--- src/rtl/uart_tx.sv ---
// -----------------------------------------------------------------------------
// uart_tx
// UART transmitter. Serialises one byte into an asynchronous frame made of a
// start bit, DBIT data bits (LSB first), an optional parity bit and a stop
// period of SB_TICK ticks. Bit timing comes from the shared x16 oversampling
// tick, so every start, data and parity bit lasts exactly 16 ticks.
//
// Parameters:
//   DBIT    data bits per frame, 5..8
//   SB_TICK stop length in ticks (16 = 1 stop bit, 24 = 1.5, 32 = 2)
//   PARITY  0 = none, 1 = even, 2 = odd
//
// Ports:
//   i_clock        system clock, rising edge
//   i_reset        asynchronous active-low reset
//   i_s_tick       x16 baud enable pulse, one clock wide
//   i_tx_start     send request, honoured only while idle
//   i_data         byte to send, captured on acceptance
//   o_tx           serial line, idles high, driven from a register
//   o_busy         high while a frame is in progress
//   o_tx_done_tick one-clock pulse on the final stop tick
// -----------------------------------------------------------------------------
module uart_tx #(
    parameter int DBIT    = 8,
    parameter int SB_TICK = 16,
    parameter int PARITY  = 0
) (
    input  logic       i_clock,
    input  logic       i_reset,
    input  logic       i_s_tick,
    input  logic       i_tx_start,
    input  logic [7:0] i_data,
    output logic       o_tx,
    output logic       o_busy,
    output logic       o_tx_done_tick
);

    typedef enum logic [2:0] {
        ST_IDLE   = 3'd0,
        ST_START  = 3'd1,
        ST_DATA   = 3'd2,
        ST_PARITY = 3'd3,
        ST_STOP   = 3'd4
    } state_t;

    localparam logic [4:0] TICK_LAST  = 5'd15;
    localparam logic [4:0] STOP_LAST  = 5'(SB_TICK - 1);
    localparam logic [2:0] DATA_LAST  = 3'(DBIT - 1);
    localparam logic       HAS_PARITY = (PARITY == 32'sd1) || (PARITY == 32'sd2);
    localparam logic       ODD_PARITY = (PARITY == 32'sd2);

    // Line level for the parity bit given the XOR of all data bits.
    function automatic logic parity_line(input logic acc);
        return acc ^ ODD_PARITY;
    endfunction

    state_t     state_r;
    state_t     state_next_s;
    logic [4:0] s_r;
    logic [4:0] s_next_s;
    logic [2:0] n_r;
    logic [2:0] n_next_s;
    logic [7:0] b_r;
    logic [7:0] b_next_s;
    logic       p_r;
    logic       p_next_s;
    logic       tx_r;
    logic       tx_next_s;
    logic       done_s;

    // State and datapath registers; reset parks the line high in idle.
    always_ff @(posedge i_clock or negedge i_reset) begin
        if (!i_reset) begin
            state_r <= ST_IDLE;
            s_r     <= 5'd0;
            n_r     <= 3'd0;
            b_r     <= 8'd0;
            p_r     <= 1'b0;
            tx_r    <= 1'b1;
        end else begin
            state_r <= state_next_s;
            s_r     <= s_next_s;
            n_r     <= n_next_s;
            b_r     <= b_next_s;
            p_r     <= p_next_s;
            tx_r    <= tx_next_s;
        end
    end

    // Next-state logic. The next line level is computed here and registered,
    // so o_tx changes on the edge that consumes the terminating tick.
    always_comb begin
        state_next_s = state_r;
        s_next_s     = s_r;
        n_next_s     = n_r;
        b_next_s     = b_r;
        p_next_s     = p_r;
        tx_next_s    = tx_r;
        done_s       = 1'b0;
        case (state_r)
            ST_IDLE: begin
                if (i_tx_start) begin
                    state_next_s = ST_START;
                    s_next_s     = 5'd0;
                    b_next_s     = i_data;
                    p_next_s     = 1'b0;
                    tx_next_s    = 1'b0;
                end else begin
                    tx_next_s = 1'b1;
                end
            end
            ST_START: begin
                if (i_s_tick) begin
                    if (s_r == TICK_LAST) begin
                        state_next_s = ST_DATA;
                        s_next_s     = 5'd0;
                        n_next_s     = 3'd0;
                        tx_next_s    = b_r[0];
                    end else begin
                        s_next_s = s_r + 5'd1;
                    end
                end else begin
                    s_next_s = s_r;
                end
            end
            ST_DATA: begin
                if (i_s_tick) begin
                    if (s_r == TICK_LAST) begin
                        // Fold the outgoing bit into parity before shifting it out.
                        p_next_s = p_r ^ b_r[0];
                        b_next_s = {1'b0, b_r[7:1]};
                        s_next_s = 5'd0;
                        if (n_r == DATA_LAST) begin
                            if (HAS_PARITY) begin
                                state_next_s = ST_PARITY;
                                tx_next_s    = parity_line(p_r ^ b_r[0]);
                            end else begin
                                state_next_s = ST_STOP;
                                tx_next_s    = 1'b1;
                            end
                        end else begin
                            n_next_s  = n_r + 3'd1;
                            tx_next_s = b_r[1];
                        end
                    end else begin
                        s_next_s = s_r + 5'd1;
                    end
                end else begin
                    s_next_s = s_r;
                end
            end
            ST_PARITY: begin
                if (i_s_tick) begin
                    if (s_r == TICK_LAST) begin
                        state_next_s = ST_STOP;
                        s_next_s     = 5'd0;
                        tx_next_s    = 1'b1;
                    end else begin
                        s_next_s = s_r + 5'd1;
                    end
                end else begin
                    s_next_s = s_r;
                end
            end
            ST_STOP: begin
                tx_next_s = 1'b1;
                if (i_s_tick) begin
                    if (s_r == STOP_LAST) begin
                        // Returning to idle here lets a request held in the next
                        // clock start a new frame with no extra idle time.
                        state_next_s = ST_IDLE;
                        s_next_s     = 5'd0;
                        done_s       = 1'b1;
                    end else begin
                        s_next_s = s_r + 5'd1;
                    end
                end else begin
                    s_next_s = s_r;
                end
            end
            default: begin
                state_next_s = ST_IDLE;
                s_next_s     = 5'd0;
                n_next_s     = 3'd0;
                b_next_s     = 8'd0;
                p_next_s     = 1'b0;
                tx_next_s    = 1'b1;
            end
        endcase
    end

    assign o_tx           = tx_r;
    assign o_busy         = (state_r != ST_IDLE);
    assign o_tx_done_tick = done_s;

endmodule

--- config.mk ---
export PLATFORM = sky130hd
export DESIGN_NAME = uart_tx
export DESIGN_NICKNAME = d
export VERILOG_FILES = /design/src/rtl/uart_tx.sv
export SDC_FILE = /design/constraint.sdc
export NUM_CORES = 1
export LEC_CHECK = 0
export ABC_AREA = 1
export CAP_MARGIN = 20
export CORE_ASPECT_RATIO = 0.7
export CORE_MARGIN = 4
export CORE_UTILIZATION = 50
export CTS_CLUSTER_DIAMETER = 50
export DETAILED_ROUTE_END_ITERATION = 6
export MAX_ROUTING_LAYER = met4
export PLACE_DENSITY = 0.73
export SLEW_MARGIN = 20
export SYNTH_ARGS = -nofsm -noshare
export SYNTH_HDL_FRONTEND = slang
export SYNTH_SLANG_ARGS = --single-unit
--- constraint.sdc ---
create_clock -name i_clock -period 3.1 [get_ports i_clock]
set_input_delay 0.465 -clock i_clock [delete_from_list [all_inputs] [get_ports i_clock]]
set_output_delay 0.465 -clock i_clock [all_outputs]
set_load 0.05 [all_outputs]
# --- After elaboration in Yosys (flattened, before gate mapping) ---
# Index checks and enable logic that the tools add are counted.
totals:
  input_bits: 12
  register_bits: 20
  elab_cells: 72
  output_inout_bits: 3
classes:
  n_eq_ne: 18
  n_reduce_logical: 10
  n_mux: 35
  n_bitwise: 2
  n_addsub: 2
ops:
  columns: ["op", "count"]
  rows:
  - ["3-bit 2-to-1 mux", 13]
  - ["8-bit 2-to-1 mux", 3]
  - ["8-bit case mux with 3 select lines", 1]
  - ["2-bit inequality test (second input constant)", 11]
  - ["5-bit 2-to-1 mux", 3]
  - ["3-bit case mux with 5 select lines", 1]
  - ["6-bit AND reduction", 2]
  - ["1-bit 2-to-1 mux", 11]
  - ["5-bit case mux with 2 select lines", 1]
  - ["10-bit AND reduction", 1]
  - ["3-bit case mux with 3 select lines", 1]
  - ["3-bit by 2-bit equality test with 1-bit output (second input constant)", 2]
  - ["3-bit equality test (second input constant)", 2]
  - ["3-bit OR reduction", 2]
  - ["5-bit by 1-bit adder with 5-bit output (second input constant)", 1]
  - ["5-bit by 4-bit equality test with 1-bit output (second input constant)", 1]
  - ["1-bit case mux with 4 select lines", 1]
  - ["4-bit AND reduction", 1]
  - ["4-bit OR reduction", 1]
  - ["3-bit by 1-bit adder with 3-bit output (second input constant)", 1]
  - ["3-bit by 1-bit equality test with 1-bit output (second input constant)", 1]
  - ["3-bit logical NOT", 1]
  - ["3-bit nonzero test", 1]
  - ["2-bit by 1-bit inequality test with 1-bit output (second input constant)", 1]
  - ["2 further kinds", 3]

# --- Longest topological paths before layout ---
depth:
  word_depth: 5
  depth_mapped: 9

# --- Least setup slack after synthesis ---
# No wires, ideal clock.
synth_path:
  path_kind: "register -> output"
  startpoint: "register s_r[0]"
  endpoint: "output o_tx_done_tick"
  slack_ps: 1160
  arrival_ps: 1475
  path_stages_with_launch: 6
  path_buffers: 0
  required_ps: 2635
  path_cell_list: "dfrtp_1 > ha_1 > nand2_1 > nor2_1 > nand3_1 > nor2_1"
synth_via:
  elab_chain_len: 4
synth_lines:
  columns: ["item", "line_no", "text"]
  rows:
  - ["start: declaration", "59", "logic [4:0] s_r;"]
  - ["start signal: assignment", "82", "s_r <= s_next_s;"]
  - ["5-bit by 4-bit equality test with 1-bit output", "168", "if (s_r == STOP_LAST) begin"]
  - ["1-bit 2-to-1 mux", "168", null]
  - ["1-bit 2-to-1 mux", "167", "if (i_s_tick) begin"]
  - ["1-bit 2-to-1 mux", "100", "case (state_r)"]
  - ["end: declaration", "35", "output logic o_tx_done_tick"]
# Every way passes these cells.

# --- Worst setup path in the final report ---
# Same ends and word-level chain as after synthesis.

==> impl_metrics.env <==
export IMPL_pwr_share_comb_pct=57.5
export IMPL_port_buffers=14
export IMPL_hold_slack_ns=0.4893
export IMPL_clkSlewWorstSetupHoldPaths_ns=0.12
export IMPL_power_leakage_uw=0.0007903
export IMPL_dr_total_vias=1164
export IMPL_hp_class="reg -> reg"
export IMPL_slew_violations=0
export IMPL_required_ns=2.63
export IMPL_crit_chain="ha_1 > nand2_1 > nor2_1 > nand3_1 > nor2_1 > clkdlybuf4s50_1"
export IMPL_drc_errors=0
export IMPL_clockBufferDepth=2
export IMPL_root_buffer="clkbuf_4"
export IMPL_fin_crit_sh_pct=85.70
export IMPL_antenna_cells=0
export IMPL_grt_usage_pct=19.90
export IMPL_core_area_um2=2277
export IMPL_yosysSeqAreaShare_pct=39.47
export IMPL_die_area_um2=3426
export IMPL_cp_arrival_ns=2.19
export IMPL_internal_power_uw=659.4
export IMPL_drt_total_wl_um=2886
export IMPL_setup_viol=0
export IMPL_cts_sinks=20
export IMPL_maxSlewHeadroom_pct=40.54
export IMPL_worstSetupEndpointType="primary output"
export IMPL_p_clk_share_pct=11.6
export IMPL_powerDensity_nw_per_um2=912.3
export IMPL_top_level_ports=15
export IMPL_cp_common_cell="nor2_1"
export IMPL_max_freq_mhz=376.4
export IMPL_worst_slack_ns=0.4433
export IMPL_dp_slack_ns=0.5485
export IMPL_drv_cap=0
export IMPL_post_cts_buffers=0
export IMPL_synth_cells=180
export IMPL_vias_per_cell=5.083
export IMPL_numCtsBuffers=3
export IMPL_rsz0062_at_grt="no"
export IMPL_yosys_warnings=0
export IMPL_rows=14
export IMPL_ys_ff_latch=20
export IMPL_ir_drop_uv=717.9
export IMPL_syn_num_nets=195
export IMPL_grt_max_degree=21
export IMPL_netSwitchingFraction_pct=51.17
export IMPL_layout_nets=213
export IMPL_die_x_um=68.27
export IMPL_multi_input_area_um2=713.2
export IMPL_netlist_area_um2=1271
export IMPL_start_util_pct=55.82
export IMPL_ant_nets=0
export IMPL_finalNonFillerCells=229
export IMPL_crit_family="buffers and inverters"
export IMPL_crit_buf_inv=1
export IMPL_start_kind="register"
export IMPL_area_growth_pct=16.44
export IMPL_place_congestion=0.9085
export IMPL_dp_cells=225
export IMPL_power_frac_seq_pct=30.9
export IMPL_grt_overflow=0
export IMPL_die_y_um=50.19
export IMPL_finalHoldViolCount=0
export IMPL_routedWlPerCell_um=12.60
export IMPL_cts_repair_resized=0
export IMPL_synth_top_area_share_pct=37.40
export IMPL_synthTopCellsByArea="dfrtp_1, nand2_1, nand3_1"
export IMPL_final_setup_tns_ns=0
export IMPL_grt_pass1_wl_um=5037
export IMPL_dr_pass1_iters=4
export IMPL_drive_gt1_share_pct=11.68
export IMPL_cts_tree="built"
export IMPL_tightest_slew_ns=0.8892
export IMPL_crit_fanout=4
export IMPL_grt_antenna_before_repair=0
export IMPL_layout_commonest_cell="nand2_1"
export IMPL_crit_slowest_cell="clkdlybuf4s50_1"
export IMPL_hpwl_um=2243
export IMPL_htree_levels=1
export IMPL_power_switching_uw=690.9
export IMPL_crit_type="reg -> out"
export IMPL_final_cell_mix="nand2_1, dfrtp_1, nand3_1, clkdlybuf4s50_1, nor2_1"
export IMPL_crit_path_max_incr_delay_ns=0.80
export IMPL_postSynthAreaPerCell_um2=7.062
export IMPL_seqCellArea_um2=501.7
export IMPL_clk_latency_ns=0.31
export IMPL_finalClockSkew_ns=0.008966
export IMPL_drt_iter0_markers=113
export IMPL_n_fill_cell=205
export IMPL_status="completed"
export IMPL_grt_pass1_vias=1094
export IMPL_yosys_area_top_type="dfrtp_1"
export IMPL_cts_hold_buf=0
export IMPL_fin_crit_ns=2.657
export IMPL_ys_types=24
-- per-stage QoR --
stage	utilization [%]	area [µm²]	total power, µW
6_report	65.00	1480	1350
5_1_grt	65.00	1480	1477
4_1_cts	65.00	1480	1343
3_5_place_dp	63.41	1444	1187
3_3_place_gp	63.41	1444	1165
2_1_floorplan	-	1271	993.9
-- cell families after synthesis --
group / count (synthesis) / synth area share [%]
xor gates and xnor gates: 2 / 1.378
AOI/OAI and AO/OA: 11 / 5.412
adders and majority gates: 3 / 2.953
and+or+nand+nor: 130 / 46.36
DFF: 20 / 39.47
buffers and inverters: 14 / 4.430
-- registers in the layout (all words and copies together) (netlist names) --
signal,count
b_r,8
s_r,5
n_r,3
state_r,3
o_tx,1
-- area by class of cell --
| class | count | area share (%) |
|---|---|---|
| clock buffer | 4 | 2.451 |
| multi-input combinational | 146 | 48.18 |
| sequential | 20 | 33.90 |
| inverter | 13 | 3.297 |
| timing repair buffer | 14 | 9.467 |
| tap | 32 | 2.705 |
-- Yosys cell counts --
cell type and count:
dfrtp_1 19, clkinv_1 1, ha_1 3, nor2_4 1
a21oi_1 3, nand2_1 81, dfstp_2 1, buf_4 1
o21bai_1 3, nor3_1 1, nand3_4 1, nor2_2 3
inv_2 5, nand3_1 17, o21ai_0 3, nand2_2 4
inv_1 7, o21ai_1 1, nand4_1 4, nor2_1 12
a21boi_2 1, nand3b_1 3, xor2_1 2, nand3_2 3
-- per-layer routing --
metal	vias up	wire length [µm]	GRT usage, %
met3	0	148	5.357
met1	528	1494	29.44
li1	613	-	-
met5	-	0	-
met2	23	1242	27.68
met4	0	0	2.640
-- path summary, 6_finish.rpt --
kind / start / endpoint / slack [ns] / cells past startpoint
worst max-delay path: s_r[0] / o_tx_done_tick / 0.44 / 6
worst min-delay path: o_tx / o_tx / 0.49 / 2
worst max register to register: state_r[2] / o_tx / 1.26 / 7
worst min register to register: o_tx / o_tx / 0.49 / 2
max in group asynchronous: i_reset / state_r[2] / 1.90 / 1
min in group asynchronous: i_reset / s_r[3] / 0.64 / 1
-- worst reg2reg max path, delay by kind of cell (launching register included) --
family	cells	cell delay [ns]
compound gates	1	0.19
flops	1	0.48
simple gates	5	0.98
buf+inv	1	0.14
-- power groups by stage --
stage | Sequential [µW] | Combinational [µW] | Clock, µW
finish | 417 | 777 | 156
CTS | 416 | 769 | 159
global route | 427 | 879 | 171
floorplan | 428 | 566 | 0
global placement | 417 | 748 | 0
detailed placement | 422 | 765 | 0
Power figures use the tool's default switching activity.
